===== config.mk =====
export PLATFORM = sky130hd
export DESIGN_NAME = tea_text_gen
export DESIGN_NICKNAME = d
export VERILOG_FILES = /design/src/rtl/tea_text_gen.sv
export SDC_FILE = /design/constraint.sdc
export NUM_CORES = 1
export LEC_CHECK = 0
export CAP_MARGIN = 0
export CORE_AREA = 2 2 123 125
export CTS_BUF_LIST = sky130_fd_sc_hd__clkbuf_16
export CTS_CLUSTER_DIAMETER = 40
export CTS_CLUSTER_SIZE = 16
export DETAILED_ROUTE_END_ITERATION = 8
export DIE_AREA = 0 0 125 127
export PLACE_DENSITY = 0.83
export SLEW_MARGIN = 20
export SYNTH_ARGS = -nofsm -noshare
export SYNTH_HDL_FRONTEND = slang
export SYNTH_SLANG_ARGS = --single-unit

===== constraint.sdc =====
create_clock -name clk -period 7.4 [get_ports clk]
set_input_delay 2.22 -clock clk [delete_from_list [all_inputs] [get_ports clk]]
set_output_delay 2.22 -clock clk [all_outputs]
set_load 0.02 [all_outputs]

===== src/rtl/tea_text_gen.sv =====
// tea_text_gen: LFSR plaintext source on an AXI4-Stream master with checker echo; TEA_TEXT_GEN_THROTTLE_EN adds pseudo-random idle gaps.
module tea_text_gen #(
  parameter logic [63:0] SEED  = 64'h0123_4567_89AB_CDEF,
  parameter int          CNT_W = 16
) (
  input  logic             clk,
  input  logic             reset,
  input  logic             start,
  input  logic [CNT_W-1:0] cfg_num,
  output logic [63:0]      m_axis_tdata,
  output logic             m_axis_tvalid,
  input  logic             m_axis_tready,
  output logic             m_axis_tlast,
  output logic [63:0]      textI,
  output logic             textI_vld,
  output logic             busy,
  output logic             done,
  output logic [CNT_W-1:0] sent_cnt
);
  typedef enum logic [1:0] {IDLE, RUN, DONE} state_t;
  localparam logic [63:0] SEED_I = (SEED == 64'd0) ? 64'd1 : SEED;
  state_t state, state_n;
  logic [63:0] lfsr;
  logic [CNT_W-1:0] cfg_q;
  logic acc, hs, gap;
  assign acc = start & (state != RUN);
  assign m_axis_tvalid = (state == RUN) & ~gap;
  assign hs = m_axis_tvalid & m_axis_tready;
  assign m_axis_tlast = m_axis_tvalid & (sent_cnt == cfg_q - CNT_W'(1));
  assign m_axis_tdata = lfsr;
  assign busy = state == RUN;
  assign done = state == DONE;
  always_comb begin
    state_n = acc ? ((cfg_num != '0) ? RUN : DONE)
            : (state == DONE) ? IDLE
            : (hs & m_axis_tlast) ? DONE : state;
  end
  always_ff @(posedge clk or posedge reset) begin
    if (reset) begin
      state     <= IDLE;
      lfsr      <= SEED_I;
      cfg_q     <= '0;
      sent_cnt  <= '0;
      textI     <= '0;
      textI_vld <= 1'b0;
    end else begin
      state     <= state_n;
      textI_vld <= hs;
      if (hs) textI <= lfsr;
      if (acc) begin
        lfsr     <= SEED_I;
        cfg_q    <= cfg_num;
        sent_cnt <= '0;
      end else if (hs) begin
        lfsr     <= {lfsr[62:0], lfsr[63] ^ lfsr[62] ^ lfsr[60] ^ lfsr[59]};
        sent_cnt <= sent_cnt + CNT_W'(1);
      end
    end
  end
`ifdef TEA_TEXT_GEN_THROTTLE_EN
  logic [7:0] thr;
  // A gap after the final beat would be pointless, so only mid-run beats can trigger one.
  always_ff @(posedge clk or posedge reset) begin
    if (reset) begin
      thr <= 8'hA5;
      gap <= 1'b0;
    end else begin
      thr <= acc ? 8'hA5 : (state == RUN) ? {thr[6:0], thr[7] ^ thr[5] ^ thr[4] ^ thr[3]} : thr;
      gap <= hs & thr[0] & ~m_axis_tlast & ~acc;
    end
  end
`else
  assign gap = 1'b0;
`endif
endmodule


======== After elaboration in Yosys (flattened, before gate mapping) ========
Cells that the tools add are included.
cells by class
  reductions and logical operators ........ 3
  equal/unequal tests ..................... 4
  bitwise operators ....................... 7
  add/subtract/negate cells ............... 2
  mux-type cells .......................... 8
operator list
  operator                                                               number
  64-bit 2-to-1 mux                                                      2
  16-bit 2-to-1 mux                                                      2
  16-bit by 1-bit adder with 16-bit output (second input constant)       1
  16-bit == test                                                         1
  16-bit nonzero test                                                    1
  16-bit by 1-bit subtractor with 16-bit output (second input constant)  1
  2-bit 2-to-1 mux                                                       4
  1-bit AND                                                              4
  3-bit nonzero test                                                     1
  1-bit XOR                                                              3
  2-bit by 1-bit == test with 1-bit output (second input constant)       1
  2-bit == test (second input constant)                                  1
  2-bit by 1-bit != test with 1-bit output (second input constant)       1
  2-bit nonzero test                                                     1
storage, ports and cells
  register bits ........................... 163
  input port bits ......................... 20

======== Depth between registers and ports, before layout ========
  depth in word-level cells ............... 7
  mapped depth ............................ 10

======== Worst setup path before layout ========
Ideal clock, no wire load.
  kind .................................... register to output
  start point ............................. register cfg_q[0]
  end point ............................... output port m_axis_tlast
  path slack .............................. 3.187 ns
  path buffers ............................ 0
  arrival time ............................ 1.993 ns
  stages on the path, launching flop included .. 8
  cell sequence ........................... dfrtp_1 inv_1 ha_1 nor4b_4 nand3_2 mux2_4 nor4b_2 and4_2
between the ends
  word-level cells in the longest chain between the ends .. 3
ends and longest elaborated chain
  item                                           RTL line  RTL
  start: declaration                             24        logic [CNT_W-1:0] cfg_q;
  start signal: assignment                       52        cfg_q <= cfg_num;
  16-bit by 1-bit subtractor with 16-bit output  29        assign m_axis_tlast = m_axis_tvalid & (sent_cnt == cfg_q - CNT_W'(1));
  16-bit == test                                 29
  1-bit AND                                      29
  end: declaration                               13        output logic m_axis_tlast,
Every way passes these cells.

======== Worst setup path in the final report ========
Ends and elaborated chain as after synthesis.

==> flow_metrics.tcl <==
set metrics [dict create \
    status "complete, no violations" \
    synth_cell_types 43 \
    rows 44 \
    clock.fmax_mhz 187 \
    grt.total_usage_pct 22.5 \
    yosys_warnings 0 \
    hp-class "reg -> reg" \
    hpwl_um 11500 \
    synthDominantCellAreaShare_pct 48.8 \
    ys_ff_latch 163 \
    max-cap-violations 0 \
    ant_nets 0 \
    cts_setup_buffers 0 \
    syn_area_um2 6720 \
    arrival_ns 3.12 \
    grt_pass1_vias 5438 \
    dr.pass1.iters 5 \
    syn_nets 729 \
    tightest_slew_ns 0.971 \
    synthCells 707 \
    synthArstFlopShare_pct 100 \
    drc 0 \
    layout-drive-gt1-share_pct 9.10 \
    yosys.area.top_type "dfrtp_1" \
    tns_ns 0 \
    power_leakage_uw 0.00442 \
    grt_overflow_total 0 \
    syn2layout_area_growth_pct 35.7 \
    rsz0062_at_grt "no" \
    boundaryPins 169 \
    synth_edf_count 0 \
    fin_crit_ns 5.34 \
    start_util_pct 46.6 \
    cts.sinks 163 \
    synth.most_common_cell "nand2_1" \
    vias 5520 \
    ir_worst_vdd_mv 0.273 \
    cp.required_ns 5.18 \
    critPathLaunchType "flip-flop" \
    holdBufCountCts 0 \
    relSlewSlack_pct 35.3 \
    syn_avg_cell_area_um2 9.50 \
    cellPowerDensity_nw_per_um2 456 \
    place_congestion 0.882 \
    die_h_um 127 \
    die_w_um 125 \
    wl_met2_um 8290 \
    synth_ff_type "dfrtp_1" \
    power_uw 4150 \
    dieArea_um2 15900 \
    grt_start_max_net_pins 112 \
    setup_viol 0 \
    antenna_found_initial 0 \
    fin_nets 888 \
    period_share_pct 72.2 \
    top_layer_used "met4" \
    cts-buffers-inserted 17 \
    crit_path_end_kind "primary output" \
    wl_met1_um 7380 \
    skew_ns 0.0117 \
    yosys-top-cells-count "nand2_1 (327), dfrtp_1 (131), a21oi_1 (38)" \
    cts_tree "built" \
    path_clk_slew_ns 0.06 \
    via_per_inst 5.19 \
    drt_iter0_drc 262 \
    io_buffer_count 168 \
    diodes 0 \
    hold_viol_final 0 \
    ctsRootBufferMaster "clkbuf_16" \
    finalCoreUtilization_pct 63.2 \
    n_fill_cell 1176 \
    drv_slew 0 \
    max-clock-path-buffers 2 \
    wire_per_inst_um 16.3 \
    htree_levels 4 \
    ys_top_cells_by_area "dfrtp_1 (49%), nand2_1 (18%), dfstp_2 (13%)" \
    yosysSeqAreaShare_pct 61.3 \
    core_area_um2 14400 \
    critical_path_peak_fanout 8 \
    path_class "reg -> out" \
    cts.repair.resized 0 \
    wl_met3_um 1450 \
    wirelength_um 17400 \
    clk-insertion-delay-late_ns 0.42 \
    grt_first_pass_wirelength_um 28500 \
]
==> metrics by stage <==
step	worst slack (ns)	cells	cell area [um2]	hold slack, ns
global route	1.84	1063	9110	0.499
detailed placement	2.51	1031	8540	0.461
CTS	2.06	1063	9110	0.478
finish	2.06	1063	9110	0.470
floorplan	0.828	707	6720	0.467
global placement	2.57	1031	8540	0.458
==> kinds of logic (layout without fill, tap and decap cells) <==
group	count (synthesis)	in the layout	synth area share (%)
simple gates	403	403	25.5
flops	163	163	61.3
compound gates	64	64	5.61
buf+inv	39	211	2.39
xor+xnor	35	35	4.57
fa+ha+maj	2	2	0.373
mux	1	1	0.224
==> final timing paths <==
| check | start | end | slack (ns) | depth (start not counted) |
|---|---|---|---|---|
| max | cfg_q[0] | m_axis_tlast | 2.06 | 8 |
| min | textI[45] | textI[45] | 0.47 | 2 |
| max reg2reg | state[1] | sent_cnt[15] | 4.70 | 8 |
| min reg2reg | textI[45] | textI[45] | 0.47 | 2 |
| max in group asynchronous | reset | m_axis_tdata[59] | 3.80 | 3 |
| min in group asynchronous | reset | m_axis_tdata[41] | 2.36 | 2 |
==> layout make-up <==
| cell class | count | area (um2) | area share (%) |
|---|---|---|---|
| repair buffers | 173 | 1720 | 18.9 |
| clock inverters | 15 | 144 | 1.58 |
| inverters | 6 | 27.5 | 0.302 |
| clock buffers | 17 | 425 | 4.67 |
| well taps | 184 | 230 | 2.53 |
| multi-input cells | 505 | 2450 | 26.9 |
| flip-flops and latches | 163 | 4120 | 45.2 |
==> power breakdown <==
part | total (uW) | leakage (uW) | switching, uW | internal [uW]
clock | 847 | 0.000282 | 353 | 494
sequential | 1620 | 0.00208 | 316 | 1300
combinational | 1690 | 0.00206 | 909 | 780
total | 4150 | 0.00442 | 1580 | 2570
==> per-layer routing <==
metal | vias to the layer above | global-route usage (%)
met4 | 0 | 6.67
met3 | 18 | 9.05
met5 | - | 0
met1 | 2730 | 29.0
met2 | 173 | 35.4
li1 | 2599 | -
==> cell usage in the layout, fill, tap and decap left out, types with 4 or more instances in the layout <==
master and count:
nor3_1 7, a21oi_1 38, nand4_1 10, nand3_1 5, o21ai_0 10, buf_4 5
nand2_1 326, xnor2_1 21, xor2_1 14, inv_1 5, clkdlybuf4s50_1 168, a22o_1 11
dfstp_2 32, clkinv_4 5, nor2_1 19, or3_1 6, nor4_1 4, dfrtp_1 131
clkbuf_16 17
==> critical path, stage by stage (launching register included) <==
cell and delay, ns:
dfrtp_1 0.41, inv_1 0.08, ha_1 0.21, nor4b_4 0.42
nand3_2 0.14, mux2_4 0.32, nor4b_2 0.28, and4_2 0.26
clkdlybuf4s50_1 0.60
==> registers in the layout (all words and copies together) (netlist names) <==
signal,cells
m_axis_tdata,64
cfg_q,16
sent_cnt,16
textI_vld,1
state,2
textI,64
(Power assumes the default switching activity.)
